<file path="config.mk">
export PLATFORM = sky130hd
export DESIGN_NAME = uart_tx_fsm
export DESIGN_NICKNAME = d
export VERILOG_FILES = /design/src/rtl/uart_tx_fsm.sv
export SDC_FILE = /design/constraint.sdc
export NUM_CORES = 1
export LEC_CHECK = 0
export CAP_MARGIN = 20
export CORE_MARGIN = 10
export CORE_UTILIZATION = 50
export CTS_BUF_LIST = sky130_fd_sc_hd__clkbuf_8
export DETAILED_ROUTE_END_ITERATION = 12
export PLACE_DENSITY = 0.73
export SYNTH_ARGS = -nofsm -noshare
export SYNTH_HDL_FRONTEND = slang
export SYNTH_SLANG_ARGS = --single-unit
</file>
<file path="constraint.sdc">
create_clock -name CLK -period 2.75 [get_ports CLK]
set_clock_uncertainty 0.15 [all_clocks]
set_input_delay 0.55 -clock CLK [delete_from_list [all_inputs] [get_ports CLK]]
set_output_delay 0.55 -clock CLK [all_outputs]
set_load 0.005 [all_outputs]
</file>
<file path="src/rtl/uart_tx_fsm.sv">
// UART transmitter: start bit, DATA_WIDTH data bits LSB first, optional parity, stop bit(s).
// Define UART_TX_TWO_STOP_EN to send two stop bits instead of one.
module uart_tx_fsm #(
  parameter int DATA_WIDTH  = 8,
  parameter int PRESC_WIDTH = 6
) (
  input  logic                   CLK,
  input  logic                   RST,
  input  logic [DATA_WIDTH-1:0]  P_DATA,
  input  logic                   DATA_VALID,
  input  logic                   PAR_EN,
  input  logic                   PAR_TYP,
  input  logic [PRESC_WIDTH-1:0] prescale,
  output logic                   TX_OUT,
  output logic                   busy
);

  localparam int BCW = (DATA_WIDTH > 1) ? $clog2(DATA_WIDTH) : 1;
  localparam logic [BCW-1:0] LAST_BIT = BCW'(DATA_WIDTH - 1);

  typedef enum logic [2:0] {
    S_IDLE   = 3'd0,
    S_START  = 3'd1,
    S_DATA   = 3'd2,
    S_PARITY = 3'd3,
    S_STOP   = 3'd4
  } state_t;

  state_t                  state;
  logic [PRESC_WIDTH-1:0]  edge_cnt;
  logic [BCW-1:0]          bit_cnt;
  logic [DATA_WIDTH-1:0]   data_sr;
  logic                    par_en_q;
  logic                    par_bit;
  logic [PRESC_WIDTH-1:0]  p_last;
  logic                    bit_end;
  logic                    stop_end;
  logic                    accept;

  // Prescale values below 4 clamp to 4; ">=" keeps a mid-bit prescale drop from locking up.
  assign p_last  = (prescale < PRESC_WIDTH'(4)) ? PRESC_WIDTH'(3) : prescale - PRESC_WIDTH'(1);
  assign bit_end = (edge_cnt >= p_last);

`ifdef UART_TX_TWO_STOP_EN
  logic stop_second;
  assign stop_end = bit_end && stop_second;
`else
  assign stop_end = bit_end;
`endif

  // Handshake: DATA_VALID is a one-cycle strobe with an implicit ready of
  // (IDLE) or (last cycle of the final stop bit); a strobe outside that window is dropped.
  assign accept = DATA_VALID && ((state == S_IDLE) || ((state == S_STOP) && stop_end));

  always_ff @(posedge CLK or posedge RST) begin
    if (RST) begin
      state    <= S_IDLE;
      TX_OUT   <= 1'b1;
      busy     <= 1'b0;
      edge_cnt <= '0;
      bit_cnt  <= '0;
      data_sr  <= '0;
      par_en_q <= 1'b0;
      par_bit  <= 1'b0;
`ifdef UART_TX_TWO_STOP_EN
      stop_second <= 1'b0;
`endif
    end else begin
      case (state)
        S_IDLE: begin
          TX_OUT   <= 1'b1;
          busy     <= 1'b0;
          edge_cnt <= '0;
        end
        S_START: begin
          if (bit_end) begin
            edge_cnt <= '0;
            bit_cnt  <= '0;
            state    <= S_DATA;
            TX_OUT   <= data_sr[0];
          end else begin
            edge_cnt <= edge_cnt + 1'b1;
          end
        end
        S_DATA: begin
          if (bit_end) begin
            edge_cnt <= '0;
            if (bit_cnt == LAST_BIT) begin
              if (par_en_q) begin
                state  <= S_PARITY;
                TX_OUT <= par_bit;
              end else begin
                state  <= S_STOP;
                TX_OUT <= 1'b1;
              end
            end else begin
              bit_cnt <= bit_cnt + 1'b1;
              data_sr <= data_sr >> 1;
              TX_OUT  <= data_sr[1];
            end
          end else begin
            edge_cnt <= edge_cnt + 1'b1;
          end
        end
        S_PARITY: begin
          if (bit_end) begin
            edge_cnt <= '0;
            state    <= S_STOP;
            TX_OUT   <= 1'b1;
          end else begin
            edge_cnt <= edge_cnt + 1'b1;
          end
        end
        S_STOP: begin
          TX_OUT <= 1'b1;
          if (bit_end) begin
            edge_cnt <= '0;
`ifdef UART_TX_TWO_STOP_EN
            if (!stop_second) begin
              stop_second <= 1'b1;
            end else begin
              stop_second <= 1'b0;
              state       <= S_IDLE;
              busy        <= 1'b0;
            end
`else
            state <= S_IDLE;
            busy  <= 1'b0;
`endif
          end else begin
            edge_cnt <= edge_cnt + 1'b1;
          end
        end
        default: begin
          state    <= S_IDLE;
          TX_OUT   <= 1'b1;
          busy     <= 1'b0;
          edge_cnt <= '0;
        end
      endcase

      // A new frame overrides whatever the case above chose (IDLE or end of STOP).
      if (accept) begin
        data_sr  <= P_DATA;
        par_en_q <= PAR_EN;
        par_bit  <= (^P_DATA) ^ PAR_TYP;
        state    <= S_START;
        TX_OUT   <= 1'b0;
        busy     <= 1'b1;
        edge_cnt <= '0;
`ifdef UART_TX_TWO_STOP_EN
        stop_second <= 1'b0;
`endif
      end
    end
  end

endmodule

</file>
==> results.md <==
* Antenna Diode Count at 0
* CTS clk-pin slew, worst paths at 90 ps
* Most common cell after layout, fill and taps aside: dfrtp_1
* GR Util met3 at between 2 and 3%
* Setup violations, final at 0
* I/O Buffers at 20
* CTS tree: done
* Non-Filler Instances at 243
* Rows at 20
* Crit-path max cell delay at 340 ps
* Clk root buf: clkbuf_8
* Initial antenna violation count at 0
* Placed Area at roughly 2000 um^2
* GPL Wtd Cong at 0.7877
* Total grt overflow at 0
* Syn. warnings at 0
* Commonest non-fill, non-tap cells in the layout: 23 x dfrtp_1, 14 x clkdlybuf4s50_1, 13 x inv_1
* Hold_sp: edge_cnt[0]
* Crit Path Class: in -> reg
* Routed WL per cell at 17.07 um
* Vias in the first global route at 1,387
* Syn Inst Count at around 170
* Final hold violation count at 0
* Power density over the cells at 822.8 nW/um^2
* HPWL after DPL at 2.916 mm
* Placed Cells at 236
* CP Max Fanout at 7
* CP cell instances: buf_12 -> inv_12 -> ha_4 -> inv_2 -> or3_4 -> nor3b_2 -> a21oi_1 -> ha_1 -> nand4_1 -> buf_4 -> o21ai_4 -> buf_4 -> nand4_1 -> o311ai_4
* Largest net degree at the start of global routing at 25
* Final ANT Viol Nets at 0
* Startpoint types: input port
* Ys flop type: dfrtp_1
* Setup slack after layout at 20.31 ps
* Drt drc at 0
* Final design instance area without fill at approximately 2200 um^2
* Busiest grt layer: met2
* Die area at 5911 um^2
* Syn Nets at about 190
* Die Y at 76.88 um
* Worst Hold Class: reg -> reg
* Status: complete, no violations
* EDFF count, synth at 0
* DRT iter0 DRCs at a little over 90
* Post-route minimum period at 2730 ps
* First-pass GRT wire length at between 6 and 7 mm
* Detailed-route via count at around 1.4k
* Seq cells post-synth at 24
* Die Wd at 76.88 um
* DR pass1 iterations at 4
* Num CTS Buffers at 3
* Pre-CTS setup slack at -733.5 ps
* Netlist cell types at 41
* Max cap viols at 0
* Met2 Track Usage GR at 25.13%
* CP required at 2780 ps
* Worst EP arrival at about 2800 ps
* Met1 GRT Util at between 10% and 20%
* Nets at 229
* Avg Synthesized Cell Area at slightly below 10 um^2
* CP startpoint: prescale[1]
* Vias per cell at 5.749
* R2R Path Start: edge_cnt[0]
* Starting density of the core at between 50% and 60%
* Async S/R FF share, synth at 100.0%
* Worst-Margin Slew at 379.1 ps
* Layout cells sized above 1 at 30.65%
* CTS H-tree depth at 1
* # clock sinks at 24
* Setup crit end kind: register
* Synthesized area at 1618 um^2
* Peak supply drop at 0.0004258 V
* Fraction of the cycle the final worst path needs at between 90% and 100%
* I/O pin count at 21
* Max clock buf depth at 2
* Routed WL at 4.148 mm
* Post-layout total power at 1839 uW
* Max_slew headroom at 74.70%
* Tightest hold margin at roughly 350 ps
* Worst skew pair latency at around 270 ps
* Crit path max-delay cell type: or3_4
* Pins Over Slew Limit at 0
* Maximum achievable frequency at approximately 0.37 GHz
* Leak at 0.0009460 uW
* GRT Total Usage at 13.72%
* RSZ-0062 raised after global routing: yes
* Layout area overhead at 38.13%
* Core area at 3078 um^2
* Filler instances at 243
* Post-synthesis sequential area ratio at 37.20%
* Post-CTS Hold Fix Bufs at 0
final cells by class:
type	count	area, um^2	area share, %
Clock buffer	3	41.29	1.848
Clock inverter	1	30.03	1.344
Inverter	16	77.57	3.471
Multi-Input combinational cell	119	1077	48.21
Sequential cell	24	601.8	26.93
Tap cell	44	55.05	2.464
Timing Repair Buffer	36	351.6	15.73
cell families after synthesis:
kind of cell | after synthesis | synth area share [%]
DFF | 24 | 37.20
xor gates and xnor gates | 13 | 7.038
adders and majority gates | 10 | 7.734
buffers and inverters | 23 | 7.270
muxes | 7 | 4.640
and+or+nand+nor | 54 | 17.79
AOI/OAI and AO/OA | 34 | 18.33
per-stage QoR:
step           TNS, ps  utilization, %
2_1_floorplan   -22.29               -
3_3_place_gp    -13840           64.23
3_5_place_dp    -14920           64.23
4_1_cts              0           69.88
5_1_grt         -662.6           72.60
6_report             0           72.60
metal layers:
| metal | vias to the layer above | share of wire (%) |
|---|---|---|
| met5 | - | 0 |
| met4 | 0 | 1.8 |
| met3 | 10 | 3.9 |
| met2 | 41 | 51 |
| met1 | 683 | 43 |
| li1 | 663 | - |
repair_timing:
| item | in CTS | in global routing |
|---|---|---|
| gates resized for setup | 37 | 13 |
| cloned | 0 | 1 |
| pin swaps | 18 | 7 |
| setup endpoints to repair | 24 | 16 |
| buffers inserted | 1 | 1 |
| endpoints found under the hold margin | 0 | 0 |
cells in the mapped netlist, drive strengths merged (2+ instances only):
library cell	n	area (um^2)
dfrtp	23	575.6
or3	2	12.51
xor2	4	35.03
nand2b	2	12.51
nand4	8	50.05
buf	5	50.04
xnor2	9	78.83
a21oi	8	40.04
clkbuf	2	7.510
and2	2	17.52
o31ai	3	27.52
o21a	2	15.01
o311ai	7	113.9
mux2i	3	30.03
nor2	12	47.55
inv	16	60.06
nor2b	2	15.02
o21ai	4	20.02
nor3	3	15.01
mux2	4	45.04
ha	10	125.1
nand3	11	55.05
nand2	8	30.03
o211ai	3	22.52
and3	2	17.52
power by group:
part | internal [uW] | switching (uW) | total, uW
Sequential | 501 | 125 | 626
Combinational | 474 | 421 | 894
Clock | 195 | 124 | 319
Total | 1170 | 670 | 1840
worst max-delay path, delay by kind of cell:
kind / cells / cell delay (ps)
AO/OA/AOI/OAI: 3 / 400
AND/OR/NAND/NOR: 4 / 810
buffers and inverters: 5 / 570
adder cells (fa/ha/maj): 2 / 450
path summary, 6_finish.rpt:
kind                       slack, ps  cells past startpoint     endpoint
max                               20                     14   data_sr[6]
min                              350                      1  edge_cnt[0]
max reg2reg                      540                      8   data_sr[1]
min reg2reg                      350                      1  edge_cnt[0]
max in group asynchronous       1700                      3       TX_OUT
min in group asynchronous        470                      3     state[0]
flip-flops by register name (all words and copies together) (netlist names):
signal	flops
TX_OUT	1
data_sr	8
edge_cnt	6
par_en_q	1
par_bit	1
bit_cnt	3
busy	1
state	3
Note: power is estimated with default switching activity, not from simulation.
